File: src/rtl/display_timing_if.sv
// Panel-side bundle for display_timing: pixel-enable, mode and fetch data in,
// counters, sync/DE timing and panel colour out.
interface display_timing_if #(
   parameter int CW = 11
);
   logic          pce;
   logic [1:0]    mode;
   logic [15:0]   pixel_in;
   logic [CW-1:0] px_x;
   logic [CW-1:0] px_y;
   logic          hsync;
   logic          vsync;
   logic          de;
   logic [15:0]   color;
   logic          frame_start;
   logic          line_start;

   modport master (
      input  pce, mode, pixel_in,
      output px_x, px_y, hsync, vsync, de, color, frame_start, line_start
   );

   modport slave (
      output pce, mode, pixel_in,
      input  px_x, px_y, hsync, vsync, de, color, frame_start, line_start
   );
endinterface

File: src/rtl/display_timing.sv
// Parametrised RGB565 panel timing generator with frame-buffer fetch re-alignment
// and built-in test patterns (bars, checker, solid).
module display_timing #(
   parameter int CW        = 11,
   parameter int WIDTH     = 480,
   parameter int HEIGHT    = 480,
   parameter int H_FP      = 8,
   parameter int H_PW      = 20,
   parameter int H_BP      = 8,
   parameter int V_FP      = 8,
   parameter int V_PW      = 2,
   parameter int V_BP      = 8,
   parameter bit H_POL     = 1'b0,
   parameter bit V_POL     = 1'b0,
   parameter int FETCH_LAT = 2,
   parameter int BAR_W     = 60,
   parameter int CHK_LOG2  = 4
) (
   input  logic             clk,
   input  logic             reset,
   display_timing_if.master bus
);

   localparam int H_TOTAL = WIDTH + H_FP + H_PW + H_BP;
   localparam int V_TOTAL = HEIGHT + V_FP + V_PW + V_BP;
   localparam int HS_BEG  = WIDTH + H_FP;
   localparam int HS_END  = WIDTH + H_FP + H_PW;
   localparam int VS_BEG  = HEIGHT + V_FP;
   localparam int VS_END  = HEIGHT + V_FP + V_PW;
   localparam logic [CW-1:0] H_LAST   = CW'(H_TOTAL - 1);
   localparam logic [CW-1:0] V_LAST   = CW'(V_TOTAL - 1);
   localparam logic [CW-1:0] BAR_LAST = CW'(BAR_W - 1);

   typedef enum logic [1:0] {
      MODE_PASS  = 2'd0,
      MODE_BARS  = 2'd1,
      MODE_CHECK = 2'd2,
      MODE_SOLID = 2'd3
   } mode_t;

   typedef struct packed {
      logic        de;
      logic        hs;
      logic        vs;
      logic        fs;
      logic        ls;
      mode_t       mode;
      logic [15:0] pat;
   } attr_t;

   logic [CW-1:0] col, row, bar_px;
   logic [2:0]    bar_idx;
   mode_t         act_mode;
   attr_t         s0, fin;
   logic          h_wrap, v_wrap;

   assign h_wrap   = (col == H_LAST);
   assign v_wrap   = (row == V_LAST);
   assign bus.px_x = col;
   assign bus.px_y = row;

   function automatic logic [15:0] bar_colour(input logic [2:0] idx);
      case (idx)
         3'd0:    return 16'hffff;
         3'd1:    return 16'hffe0;
         3'd2:    return 16'h07ff;
         3'd3:    return 16'h07e0;
         3'd4:    return 16'hf81f;
         3'd5:    return 16'hf800;
         3'd6:    return 16'h001f;
         default: return 16'h0000;
      endcase
   endfunction

   // Bar position tracked incrementally alongside col so no divider is needed;
   // the 3-bit index wraps naturally after the eighth bar.
   always_ff @(posedge clk or posedge reset) begin
      if (reset) begin
         col      <= '0;
         row      <= '0;
         bar_px   <= '0;
         bar_idx  <= '0;
         act_mode <= MODE_PASS;
      end else if (bus.pce) begin
         if (h_wrap) begin
            col     <= '0;
            bar_px  <= '0;
            bar_idx <= '0;
            row     <= v_wrap ? '0 : row + 1'b1;
            if (v_wrap) act_mode <= mode_t'(bus.mode);
         end else begin
            col <= col + 1'b1;
            if (bar_px == BAR_LAST) begin
               bar_px  <= '0;
               bar_idx <= bar_idx + 1'b1;
            end else begin
               bar_px <= bar_px + 1'b1;
            end
         end
      end
   end

   always_comb begin
      s0      = '0;
      s0.de   = (int'(col) < WIDTH) && (int'(row) < HEIGHT);
      s0.hs   = (int'(col) >= HS_BEG) && (int'(col) < HS_END);
      s0.vs   = (int'(row) >= VS_BEG) && (int'(row) < VS_END);
      s0.fs   = (col == '0) && (row == '0);
      s0.ls   = (col == '0) && (int'(row) < HEIGHT);
      s0.mode = act_mode;
      case (act_mode)
         MODE_BARS:  s0.pat = bar_colour(bar_idx);
         MODE_CHECK: s0.pat = (col[CHK_LOG2] ^ row[CHK_LOG2]) ? 16'hffff : 16'h0000;
         MODE_SOLID: s0.pat = 16'h001f;
         default:    s0.pat = '0;
      endcase
   end

   // Attributes (including the latched mode) ride alongside the fetch latency.
   if (FETCH_LAT == 0) begin : g_nopipe
      assign fin = s0;
   end else begin : g_pipe
      attr_t pipe [FETCH_LAT];

      always_ff @(posedge clk or posedge reset) begin
         if (reset) begin
            for (int unsigned i = 0; i < FETCH_LAT; i++) pipe[i] <= '0;
         end else if (bus.pce) begin
            pipe[0] <= s0;
            for (int unsigned i = 1; i < FETCH_LAT; i++) pipe[i] <= pipe[i-1];
         end
      end

      assign fin = pipe[FETCH_LAT-1];
   end

   always_ff @(posedge clk or posedge reset) begin
      if (reset) begin
         bus.de          <= 1'b0;
         bus.color       <= '0;
         bus.hsync       <= ~H_POL;
         bus.vsync       <= ~V_POL;
         bus.frame_start <= 1'b0;
         bus.line_start  <= 1'b0;
      end else begin
         bus.frame_start <= bus.pce && fin.fs;
         bus.line_start  <= bus.pce && fin.ls;
         if (bus.pce) begin
            bus.de    <= fin.de;
            bus.hsync <= fin.hs ? H_POL : ~H_POL;
            bus.vsync <= fin.vs ? V_POL : ~V_POL;
            if (!fin.de)                    bus.color <= '0;
            else if (fin.mode == MODE_PASS) bus.color <= bus.pixel_in;
            else                            bus.color <= fin.pat;
         end
      end
   end

endmodule

File: src/flat_wrapper.sv
// flat-port wrapper written by rule: the top's interface ports become plain ports
module display_timing_flat 
#(
   parameter int CW        = 11,
   parameter int WIDTH     = 480,
   parameter int HEIGHT    = 480,
   parameter int H_FP      = 8,
   parameter int H_PW      = 20,
   parameter int H_BP      = 8,
   parameter int V_FP      = 8,
   parameter int V_PW      = 2,
   parameter int V_BP      = 8,
   parameter bit H_POL     = 1'b0,
   parameter bit V_POL     = 1'b0,
   parameter int FETCH_LAT = 2,
   parameter int BAR_W     = 60,
   parameter int CHK_LOG2  = 4
)
  (clk, reset, bus_pce, bus_mode, bus_pixel_in, bus_px_x, bus_px_y, bus_hsync, bus_vsync, bus_de, bus_color, bus_frame_start, bus_line_start);
  display_timing_if #(.CW(CW)) bus_i ();
  input  logic clk;
  input  logic reset;
  input wire logic [$bits(bus_i.pce)-1:0] bus_pce;
  input wire logic [$bits(bus_i.mode)-1:0] bus_mode;
  input wire logic [$bits(bus_i.pixel_in)-1:0] bus_pixel_in;
  output wire logic [$bits(bus_i.px_x)-1:0] bus_px_x;
  output wire logic [$bits(bus_i.px_y)-1:0] bus_px_y;
  output wire logic [$bits(bus_i.hsync)-1:0] bus_hsync;
  output wire logic [$bits(bus_i.vsync)-1:0] bus_vsync;
  output wire logic [$bits(bus_i.de)-1:0] bus_de;
  output wire logic [$bits(bus_i.color)-1:0] bus_color;
  output wire logic [$bits(bus_i.frame_start)-1:0] bus_frame_start;
  output wire logic [$bits(bus_i.line_start)-1:0] bus_line_start;
  assign bus_i.pce = bus_pce;
  assign bus_i.mode = bus_mode;
  assign bus_i.pixel_in = bus_pixel_in;
  assign bus_px_x = bus_i.px_x;
  assign bus_px_y = bus_i.px_y;
  assign bus_hsync = bus_i.hsync;
  assign bus_vsync = bus_i.vsync;
  assign bus_de = bus_i.de;
  assign bus_color = bus_i.color;
  assign bus_frame_start = bus_i.frame_start;
  assign bus_line_start = bus_i.line_start;
  display_timing #(.CW(CW), .WIDTH(WIDTH), .HEIGHT(HEIGHT), .H_FP(H_FP), .H_PW(H_PW), .H_BP(H_BP), .V_FP(V_FP), .V_PW(V_PW), .V_BP(V_BP), .H_POL(H_POL), .V_POL(V_POL), .FETCH_LAT(FETCH_LAT), .BAR_W(BAR_W), .CHK_LOG2(CHK_LOG2)) u_core (.clk(clk), .reset(reset), .bus(bus_i));
endmodule
File: config.mk
export PLATFORM = sky130hd
export DESIGN_NAME = display_timing_flat
export DESIGN_NICKNAME = d
export VERILOG_FILES = /design/src/rtl/display_timing_if.sv /design/src/rtl/display_timing.sv /design/src/flat_wrapper.sv
export SDC_FILE = /design/constraint.sdc
export NUM_CORES = 1
export LEC_CHECK = 0
export CAP_MARGIN = 20
export CORE_UTILIZATION = 48
export CTS_BUF_LIST = sky130_fd_sc_hd__clkbuf_16
export DETAILED_ROUTE_END_ITERATION = 12
export GPL_TIMING_DRIVEN = 0
export PLACE_DENSITY_LB_ADDON = 0.15
export SLEW_MARGIN = 25
export SYNTH_ARGS = -nofsm -noshare
export SYNTH_HDL_FRONTEND = slang
export SYNTH_SLANG_ARGS = --single-unit
File: constraint.sdc
create_clock -name clk -period 2.7 [get_ports clk]
set_input_delay 0.81 -clock clk [delete_from_list [all_inputs] [get_ports clk]]
set_output_delay 0.81 -clock clk [all_outputs]
set_load 0.01 [all_outputs]
* After elaboration in Yosys (flattened, before gate mapping)
Cells that the tools add are included.
Operators by class: add/sub/neg operators 4, $mul 0, div/mod/pow operators 0, magnitude comparators 6, equal/unequal tests 12, shifts and indexed selects 0, muxes and demuxes 13, bitwise operators 1, reduce and logical (&&, ||, !) cells 15
Operators with widths (count):
- case mux 16 bit (7 select lines) | 1
- 2-to-1 mux 16 bit | 3
- case mux 16 bit (3 select lines) | 1
- < comparator 11 x 9 -> 1 bit, second input constant | 4
- 2-to-1 mux 11 bit | 4
- adder 11 x 1 -> 11 bit, second input constant | 3
- >= comparator 11 x 9 -> 1 bit, second input constant | 2
- zero test 11 bit | 2
- == test 11 x 10 -> 1 bit, second input constant | 1
- == test 11 x 6 -> 1 bit, second input constant | 1
- == test 11 x 9 -> 1 bit, second input constant | 1
- == test 3 bit, second input constant | 3
- logical AND 1 bit | 7
- == test 3 x 2 -> 1 bit, second input constant | 2
- 2-to-1 mux 3 bit | 2
- == test 2 bit, second input constant | 2
- AND reduction 2 bit | 2
- adder 3 x 1 -> 3 bit, second input constant | 1
- == test 3 x 1 -> 1 bit, second input constant | 1
- zero test 3 bit | 1
- AND reduction 3 bit | 1
- == test 2 x 1 -> 1 bit, second input constant | 1
- zero test 2 bit | 1
- 2-to-1 mux 1 bit | 2
- other kinds (2) | 2
Word-level totals: flip-flop bits (word level) 105, latch bits 0, RAM bits 0, memory bits (read-only) 0, output and inout bits 43, logic and storage cells 76, memories 0

* Longest topological paths before layout
Gate-level depths: netlist of run 1.
depth in word-level cells 3, depth in mapped cells 7, gate-level depth less buffers 6

* Worst setup path before layout of run 1
OpenSTA, ideal clock, no wires.
path kind input to register, from input port bus_pce, to register u_core.act_mode[0], setup time 125 ps, data arrival time 2226 ps, required time 2575 ps, path slack 349 ps, cell stages on the path 5, buffers on the path 1, cell sequence clkbuf_1 and4b_1 nand3_2 or4_4 mux2_4
On the way: longest elaborated chain between the ends 1
Ends and longest elaborated chain:
- start, declared | line flat_wrapper.sv:23 | input wire logic [$bits(bus_i.pce)-1:0] bus_pce;
- AND reduction 3 bit (no source line)
- end signal, assigned | line display_timing.sv:90 | if (v_wrap) act_mode <= mode_t'(bus.mode);
- end, declared | line display_timing.sv:53 | mode_t act_mode;
Every way passes these cells. A chain may end at the register's enable or synchronous reset.

* Final worst setup path of run 1
from register u_core.col[4] (netlist: u_core.bus.px_x[4]), to output port bus_px_x[4]
RTL lines:
- start, declared | line display_timing.sv:51 | logic [CW-1:0] col, row, bar_px;
- start signal, assigned | line display_timing.sv:92 | col <= col + 1'b1;
- end, declared | line flat_wrapper.sv:26 | output wire logic [$bits(bus_i.px_x)-1:0] bus_px_x;
No word-level cell between the ends.

==> impl_metrics.json, run 1 <==
{
  "fin_cells": 545,
  "cts-htree-levels": 3,
  "start_kind": "flop",
  "antenna_found_initial": 0,
  "core_um2": 7410,
  "rsz0062_at_grt": "no",
  "clk_pin_slew_ns": 0.06,
  "num-fill-cells": 617,
  "crit_path_top_delay_cell": "clkdlybuf4s50_1",
  "async_reset_ff_share_pct": 100,
  "port_buffers": 62,
  "grt_pass1_vias": 2859,
  "area_delta_synth_final_pct": 28.9,
  "syn_avg_cell_area_um2": 10.3,
  "path_cells": "clkdlybuf4s50_1",
  "first_pass_iters": 4,
  "post-cts-setup-buffer-count": 0,
  "slowest_delay_ns": 0.61,
  "period_minus_slack_ns": 2.30,
  "clockBufferDepth": 2,
  "finalHoldViolations": 0,
  "drt-initial-drc-count": 168,
  "finalWirelength_mm": 8.35,
  "insertion_delay_ns": 0.34,
  "final_nets": 473,
  "tightestPinTransition_ns": 0.675,
  "synth_top_area_share_pct": 51.3,
  "cts_inserted_buffers": 9,
  "crit_path_end": "bus_px_x[4]",
  "p_per_area_nw_per_um2": 691,
  "dp_cells": 529,
  "r2r_start": "u_core.bus.px_x[0]",
  "worstSetupPathType": "flop to output port",
  "clkSinkCount": 79,
  "start_util_pct": 50.7,
  "rr_endpoint": "u_core.act_mode[1]",
  "synth.area.top_cells": "dfrtp_1 (51%), mux2_2 (4.2%), inv_1 (4.1%)",
  "die_h_um": 90.5,
  "synth_edf_count": 0,
  "finalClockSkew_ns": 0.00699,
  "holdBufCountCts": 0,
  "drive_gt1_share_pct": 9.42,
  "num_antenna_cells": 0,
  "max-cap-violations": 0,
  "crit_buf_inv": 1,
  "netlist_top_cells_count": "dfrtp_1 (77), inv_1 (41), o22ai_1 (22)",
  "ys_types": 49,
  "final.setup.tns_ns": 0,
  "synth.ff_latch_count": 79,
  "utilization_pct": 65.4,
  "num_vias": 2960,
  "synth.most_common_cell": "dfrtp_1",
  "via_per_inst": 5.43,
  "netlist_area_um2": 3760,
  "holdCritStartpoint": "u_core.fin[20]",
  "dieArea_um2": 8190,
  "drcViolationCount": 0,
  "cts_resized": 0,
  "grt_pass1_wl_mm": 14.0,
  "final_max_slew_viol_count": 0,
  "crit_family": "buffers and inverters",
  "gp_congestion": 0.834,
  "synthesis.nets": 398,
  "ys_warn_count": 0,
  "worstSetupStartpoint": "u_core.bus.px_x[4]",
  "fmax_mhz": 436,
  "arrival_ns": 1.49,
  "dp.final_hpwl_mm": 5.73,
  "power.leakage_nw": 2.19,
  "ios": 64,
  "crit_path_end_kind": "output port",
  "synth_seq_area_share_pct": 52.7,
  "rr_worst_depth": 5,
  "wl_per_cell_um": 15.3,
  "cts_tree": "built",
  "max_slew_margin_pct": 54.8,
  "hp-class": "flop to flop",
  "crit_required_ns": 1.89,
  "rows": 31,
  "status": "complete, no violations",
  "post-route-period-util_pct": 85.0,
  "antenna_left": 0,
  "cts_root_buffer": "clkbuf_16",
  "finalSetupViolCount": 0,
  "crit_fanout": 6,
  "synthFlopType": "dfrtp_1",
  "overflow": 0,
  "dieWidth_um": 90.5,
  "synth.largest_area_cell": "dfrtp_1",
  "grt.total_usage_pct": 21.6,
  "r2r_slack_ns": 0.54,
  "peakVddDrop_v": 0.000428,
  "synthCells": 366,
  "grt_max_degree": 31,
  "cp.depth": 1
}
[per-stage QoR]
step	setup WS [ns]	power, mW	hold slack (ns)	cell area (µm²)
after floorplan	0.349	1.85	0.388	3760
after global placement	0.0636	2.12	0.408	4510
after detailed placement	0.108	2.15	0.413	4550
after CTS	0.413	3.36	0.418	4840
after global routing	0.332	3.49	0.452	4840
final	0.404	3.35	0.419	4840
[cell usage in the layout, fill, tap and decap left out, types with 2 or more instances in the layout]
| master | netlist | final |
|---|---|---|
| dfrtp_1 | 77 | 77 |
| clkdlybuf4s50_1 | 0 | 62 |
| inv_1 | 41 | 41 |
| o22ai_1 | 22 | 22 |
| nor2_1 | 20 | 20 |
| a21oi_1 | 19 | 19 |
| nand2_1 | 17 | 17 |
| nand3_1 | 15 | 15 |
| clkbuf_1 | 14 | 14 |
| mux2_2 | 14 | 14 |
| o21ai_0 | 13 | 13 |
| nor3_1 | 12 | 12 |
| xnor2_1 | 11 | 11 |
| ha_1 | 11 | 11 |
| nand4_1 | 10 | 10 |
| clkbuf_16 | 0 | 9 |
| or3_1 | 7 | 7 |
| xor2_1 | 6 | 6 |
| and3_1 | 5 | 5 |
| nor2b_1 | 5 | 5 |
| nor3b_1 | 4 | 4 |
| and2_1 | 3 | 3 |
| a31oi_1 | 3 | 3 |
| mux2i_1 | 3 | 3 |
| nor4_1 | 2 | 2 |
| nand4b_1 | 2 | 2 |
| mux2_4 | 2 | 2 |
| o211ai_1 | 2 | 2 |
| nand2b_1 | 2 | 2 |
| clkinvlp_4 | 0 | 2 |
| o221ai_1 | 2 | 2 |
| inv_6 | 0 | 2 |
| buf_12 | 0 | 2 |
| dfstp_2 | 2 | 2 |
[worst min path at each step]
| stage | slack, ns | depth (start not counted) | end |
|---|---|---|---|
| 6_report | 0.42 | 1 | u_core.bus.vsync |
| 5_1_grt | 0.45 | 1 | u_core.bus.vsync |
| 4_1_cts | 0.42 | 1 | u_core.bus.vsync |
| 3_5_place_dp | 0.41 | 1 | u_core.bus.vsync |
| 3_3_place_gp | 0.41 | 1 | u_core.bus.vsync |
| 2_1_floorplan | 0.39 | 1 | u_core.bus.hsync |
[layout make-up]
class	count	area (µm²)	share of cell area [%]
Multi-Input combinational cell	231	1570	32.4
Tap cell	99	124	2.56
Buffer	15	56.3	1.16
Clock buffer	9	225	4.65
Inverter	41	158	3.25
Timing Repair Buffer	64	661	13.6
Sequential cell	79	1980	40.9
Clock inverter	7	72.6	1.50
[power breakdown]
group	internal, mW	switching (mW)	total [mW]
Sequential	1.32	0.182	1.51
Combinational	0.332	0.291	0.623
Clock	0.719	0.498	1.22
[cell families after synthesis]
group                    Yosys count  synth area share (%)
AND/OR/NAND/NOR                  114                  16.9
flip-flops                        79                  52.7
AO/OA/AOI/OAI                     70                  11.4
buffers and inverters             56                  5.59
multiplexers                      19                  5.79
XOR/XNOR                          17                  3.96
adder cells (fa/ha/maj)           11                  3.66
[metal layers]
| layer | up-vias | track usage, % | wire length [µm] |
|---|---|---|---|
| li1 | 1436 | - | - |
| met2 | 75 | 35.6 | 3980 |
| met3 | 11 | 3.37 | 349 |
| met4 | 0 | 8.47 | 138 |
| met1 | 1438 | 28.6 | 3890 |
| met5 | - | 0 | 0 |
[registers in the layout (all words and copies together) (netlist names)]
signal and cells:
u_core.bus.color 16, u_core.bar_px 11, u_core.bus.px_x 11, u_core.bus.px_y 11
u_core.fin 10, u_core.g_pipe.pipe 10, u_core.bar_idx 3, u_core.act_mode 2
u_core.bus.de 1, u_core.bus.frame_start 1, u_core.bus.hsync 1, u_core.bus.line_start 1
u_core.bus.vsync 1
Power figures use the tool's default switching activity.
==> run 2: changes to the inputs <==
Settings changed: GPL_TIMING_DRIVEN 0 to not set, RECOVER_POWER set to 25, TNS_END_PERCENT set to 50.
==> run 2 against run 1 <==
Final cell count is 1.8% lower. Global-route usage fell by 0.76 points. Largest power group unchanged. Power is 1.7% higher.
==> impl_metrics.json, run 2 (synthesized netlist as in run 1, its figures left out) <==
{
  "overflow": 0,
  "arrival_ns": 1.46,
  "multiInputGateArea_um2": 1570,
  "drt-initial-drc-count": 227,
  "status": "complete, no violations",
  "port_buffers": 63,
  "insertion_delay_ns": 0.34,
  "crit_family": "buffers and inverters",
  "clkSinkCount": 79,
  "cp.depth": 1,
  "holdBufCountCts": 0,
  "start_kind": "flop",
  "total_power_mw": 3.40,
  "cts_tree": "built",
  "path_cells": "clkdlybuf4s50_1",
  "slowest_delay_ns": 0.61,
  "cts_inserted_buffers": 9,
  "fmax_mhz": 441,
  "final_cell_mix": "dfrtp_1 (77), clkdlybuf4s50_1 (61), inv_1 (41), o22ai_1 (22), nor2_1 (20)",
  "wl_per_cell_um": 14.8,
  "rsz0062_at_grt": "no",
  "gp_congestion": 0.788,
  "hp-class": "flop to flop",
  "cts_root_buffer": "clkbuf_16",
  "grt_max_degree": 80,
  "regMostFlops": "u_core.bus.color",
  "drcViolationCount": 0,
  "grt_pass1_wl_mm": 13.7,
  "peakVddDrop_v": 0.000458,
  "grt_pass1_vias": 2804,
  "dieArea_um2": 8190,
  "post-route-period-util_pct": 84.0,
  "cts_resized": 0,
  "first_pass_iters": 4,
  "final.setup.tns_ns": 0,
  "clockBufferDepth": 2,
  "dp.final_hpwl_mm": 5.16,
  "start_util_pct": 50.7,
  "rows": 31,
  "final-seq-area_um2": 1980,
  "num_vias": 2953,
  "via_per_inst": 5.52,
  "drive_gt1_share_pct": 10.6,
  "ios": 64,
  "period_minus_slack_ns": 2.27,
  "crit_fanout": 6,
  "dieWidth_um": 90.5,
  "core_um2": 7410,
  "dp_cells": 519,
  "fin_cells": 535,
  "crit_required_ns": 1.89,
  "antenna_left": 0,
  "num_antenna_cells": 0,
  "rr_worst_depth": 5,
  "design_area_um2": 4810,
  "final_nets": 463,
  "antenna_found_initial": 0,
  "clk_pin_slew_ns": 0.06,
  "power.leakage_nw": 2.19,
  "p_per_area_nw_per_um2": 707,
  "largest_reg_flops": 16,
  "area_delta_synth_final_pct": 28.1,
  "crit_path_end_kind": "output port",
  "tightestPinTransition_ns": 1.05,
  "utilization_pct": 65.0,
  "finalSetupViolCount": 0,
  "finalClockSkew_ns": 0.00678,
  "post-cts-setup-buffer-count": 0,
  "grt.total_usage_pct": 20.8,
  "max_slew_margin_pct": 30.1,
  "final_max_slew_viol_count": 0,
  "max-cap-violations": 0,
  "die_h_um": 90.5,
  "finalWirelength_mm": 7.93,
  "finalHoldViolations": 0,
  "crit_buf_inv": 1,
  "holdPathStages": 1,
  "placed_cell_area_um2": 4510,
  "final_common_cell": "dfrtp_1",
  "crit_path_top_delay_cell": "clkdlybuf4s50_1",
  "cts-htree-levels": 3,
  "num-fill-cells": 619,
  "worstSetupPathType": "flop to output port"
}
## run 2: path summary, 6_finish.rpt
check                                    from                endpoint  slack [ns]
max in group asynchronous               reset  u_core.g_pipe.pipe[37]        0.71
max reg2reg                u_core.bus.px_x[0]      u_core.act_mode[1]        0.60
max                        u_core.bus.px_x[4]             bus_px_x[4]        0.43
min                            u_core.fin[21]        u_core.bus.hsync        0.41
min reg2reg                    u_core.fin[21]        u_core.bus.hsync        0.41
min in group asynchronous               reset  u_core.g_pipe.pipe[33]        1.36
## run 2: worst reg2reg max path, delay by kind of cell (launching register included)
family | cells | cell delay [ns]
mux | 1 | 0.32
fa+ha+maj | 1 | 0.29
flops | 1 | 0.46
simple gates | 3 | 0.92
## run 2: metal layers
layer | share of wire (%) | GRT usage [%] | wire length, µm | up-vias
met3 | 4.6 | 4.97 | 367 | 9
met4 | 1.4 | 7.93 | 114 | 0
met1 | 46 | 27.7 | 3660 | 1446
met5 | 0 | 0 | 0 | -
li1 | - | - | - | 1426
met2 | 48 | 33.0 | 3790 | 72
## run 2: power breakdown
group          leakage [nW]  switching, mW  internal [mW]
sequential             1.00          0.179           1.33
clock                 0.153          0.480          0.802
combinational          1.04          0.288          0.328
## run 2: metrics by stage
step	setup WS [ns]	hold slack (ns)
2_1_floorplan	0.349	0.388
3_3_place_gp	0.476	0.402
3_5_place_dp	0.444	0.415
4_1_cts	0.423	0.420
5_1_grt	0.394	0.439
6_report	0.433	0.413
## run 2: final cells by class
type	instances	share of cell area (%)
Sequential cell	79	41.1
Multi-Input combinational cell	231	32.6
Timing Repair Buffer	69	13.9
Clock buffer	9	4.68
Inverter	41	3.28
Tap cell	99	2.57
Clock inverter	7	1.85
==> run 3: changes to the inputs <==
Settings changed: CORE_UTILIZATION 48 to 50.
Clock period 2.7 ns to 2.1 ns, I/O delays scaled along.
==> run 3 against run 2 <==
Non-clock buffer count grew 14. Final cell count grew 2.4%. Worst hold slack gained 0.0032 ns. Sequential cell count is the same. Die area shrank 3.9%. Via count grew 0.41%. Critical path depth grew 1.
==> impl_metrics.json, run 3 (synthesized netlist as in run 1, its figures left out) <==
{
  "grt_pass1_wl_mm": 12.5,
  "post-cts-setup-buffer-count": 0,
  "tightestPinTransition_ns": 1.06,
  "crit_required_ns": 1.47,
  "grt_max_degree": 45,
  "holdBufCountCts": 0,
  "area_delta_synth_final_pct": 29.2,
  "p_per_area_nw_per_um2": 856,
  "r2r_start": "u_core.bus.px_x[0]",
  "grt_pass1_vias": 2750,
  "clkSinkCount": 79,
  "min_to": "u_core.bus.hsync",
  "finalSetupViolCount": 0,
  "max_slew_margin_pct": 29.3,
  "grt.total_usage_pct": 20.8,
  "clk_pin_slew_ns": 0.06,
  "final-seq-area_um2": 1980,
  "holdPathStages": 1,
  "max-cap-violations": 0,
  "final_common_cell": "dfrtp_1",
  "die_h_um": 88.7,
  "peakVddDrop_v": 0.000532,
  "r2r_slack_ns": 0.13,
  "fmax_mhz": 488,
  "num_antenna_cells": 0,
  "final_cell_mix": "dfrtp_1 (76), clkdlybuf4s50_1 (61), inv_1 (42), o22ai_1 (22), nor2_1 (20)",
  "drt-initial-drc-count": 138,
  "period_minus_slack_ns": 2.05,
  "cts_tree": "built",
  "multiInputGateArea_um2": 1570,
  "antenna_found_initial": 0,
  "arrival_ns": 1.42,
  "holdCritStartpoint": "u_core.fin[21]",
  "crit_path_end_kind": "output port",
  "status": "complete, no violations",
  "dieArea_um2": 7870,
  "drive_gt1_share_pct": 13.4,
  "fin_ws_ns": 0.0518,
  "finalClockSkew_ns": 0.00763,
  "start_kind": "flop",
  "hp-class": "flop to flop",
  "regMostFlops": "u_core.bus.color",
  "clockBufferDepth": 2,
  "cts_inserted_buffers": 9,
  "finalHoldViolations": 0,
  "largest_reg_flops": 16,
  "cts-htree-levels": 3,
  "rsz0062_at_grt": "no",
  "place_ws_ns": 0.0416,
  "final_max_slew_viol_count": 0,
  "dp.final_hpwl_mm": 5.33,
  "crit_fanout": 6,
  "rows": 31,
  "dieWidth_um": 88.7,
  "num_vias": 2965,
  "core_um2": 7250,
  "drcViolationCount": 0,
  "overflow": 0,
  "start_util_pct": 51.8,
  "num-fill-cells": 587,
  "port_buffers": 63,
  "power.leakage_nw": 2.24,
  "first_pass_iters": 4,
  "rr_worst_depth": 5,
  "via_per_inst": 5.41,
  "ios": 64,
  "worstSetupPathType": "flop to output port",
  "post-route-period-util_pct": 97.5,
  "cts_root_buffer": "clkbuf_16",
  "finalWirelength_mm": 7.69,
  "final_nets": 477,
  "total_power_mw": 4.15,
  "insertion_delay_ns": 0.32,
  "rr_endpoint": "u_core.act_mode[0]",
  "wl_per_cell_um": 14.0,
  "antenna_left": 0,
  "gp_congestion": 0.783
}
## run 3: cell types whose count changed in the layout (fill, tap and decap cells not counted), sizes merged
| cell | change |
|---|---|
| inv | +1 |
| buf | +14 |
| clkinvlp | -2 |
| bufinv | -2 |
| clkinv | +2 |
## run 3: repair_timing
| action | CTS | global route |
|---|---|---|
| endpoints found under the hold margin | 0 | 0 |
| endpoints found under the setup margin | 0 | 1 |
| resized for setup | 0 | 1 |
## run 3: how the worst max path moves through the flow
stage                             startpoint                  to  slack (ns)  depth (start not counted)
after floorplan                      bus_pce  u_core.act_mode[0]       -0.07                          5
after global placement               bus_pce  u_core.act_mode[1]        0.05                          5
after detailed placement             bus_pce  u_core.act_mode[0]        0.04                          5
after CTS                 u_core.bus.px_x[2]         bus_px_x[2]        0.05                          2
after global routing      u_core.bus.px_x[3]         bus_px_x[3]        0.01                          2
final                     u_core.bus.px_x[2]         bus_px_x[2]        0.05                          2
## run 3: worst max-delay path, stage by stage, from the launching register on
cell	delay, ns
dfrtp_1	0.40
buf_4	0.16
clkdlybuf4s50_1	0.53
## run 3: where the power goes
part	internal, mW	total [mW]	leakage, nW	switching [mW]
Clock	0.780	1.35	0.137	0.565
Sequential	1.71	1.86	0.999	0.157
Combinational	0.492	0.946	1.11	0.454
## run 3: final cells by class
| class | instances | share of cell area (%) |
|---|---|---|
| Sequential cell | 79 | 40.8 |
| Multi-Input combinational cell | 231 | 32.3 |
| Clock buffer | 9 | 4.64 |
| Tap cell | 99 | 2.55 |
| Clock inverter | 6 | 0.644 |
| Timing Repair Buffer | 83 | 15.9 |
| Inverter | 41 | 3.20 |
## run 3: metal layers
| layer | GRT usage (%) | wire [µm] | vias to the layer above | share of wire, % |
|---|---|---|---|---|
| li1 | - | - | 1444 | - |
| met1 | 26.9 | 3430 | 1434 | 45 |
| met2 | 35.0 | 3830 | 85 | 50 |
| met3 | 4.94 | 396 | 2 | 5.2 |
| met4 | 5.57 | 41 | 0 | 0.53 |
| met5 | 0 | 0 | - | 0 |
## run 3: stage by stage
| step | TNS, ns | cell area (µm²) | hold slack (ns) | std cells | utilization (%) |
|---|---|---|---|---|---|
| final | 0 | 4850 | 0.416 | 548 | 66.9 |
| after CTS | 0 | 4890 | 0.423 | 548 | 67.4 |
| after floorplan | -0.143 | 3760 | 0.388 | 366 | - |
| after detailed placement | 0 | 4630 | 0.404 | 533 | 63.8 |
| after global placement | 0 | 4630 | 0.413 | 533 | 63.8 |
| after global routing | 0 | 4850 | 0.451 | 548 | 66.9 |
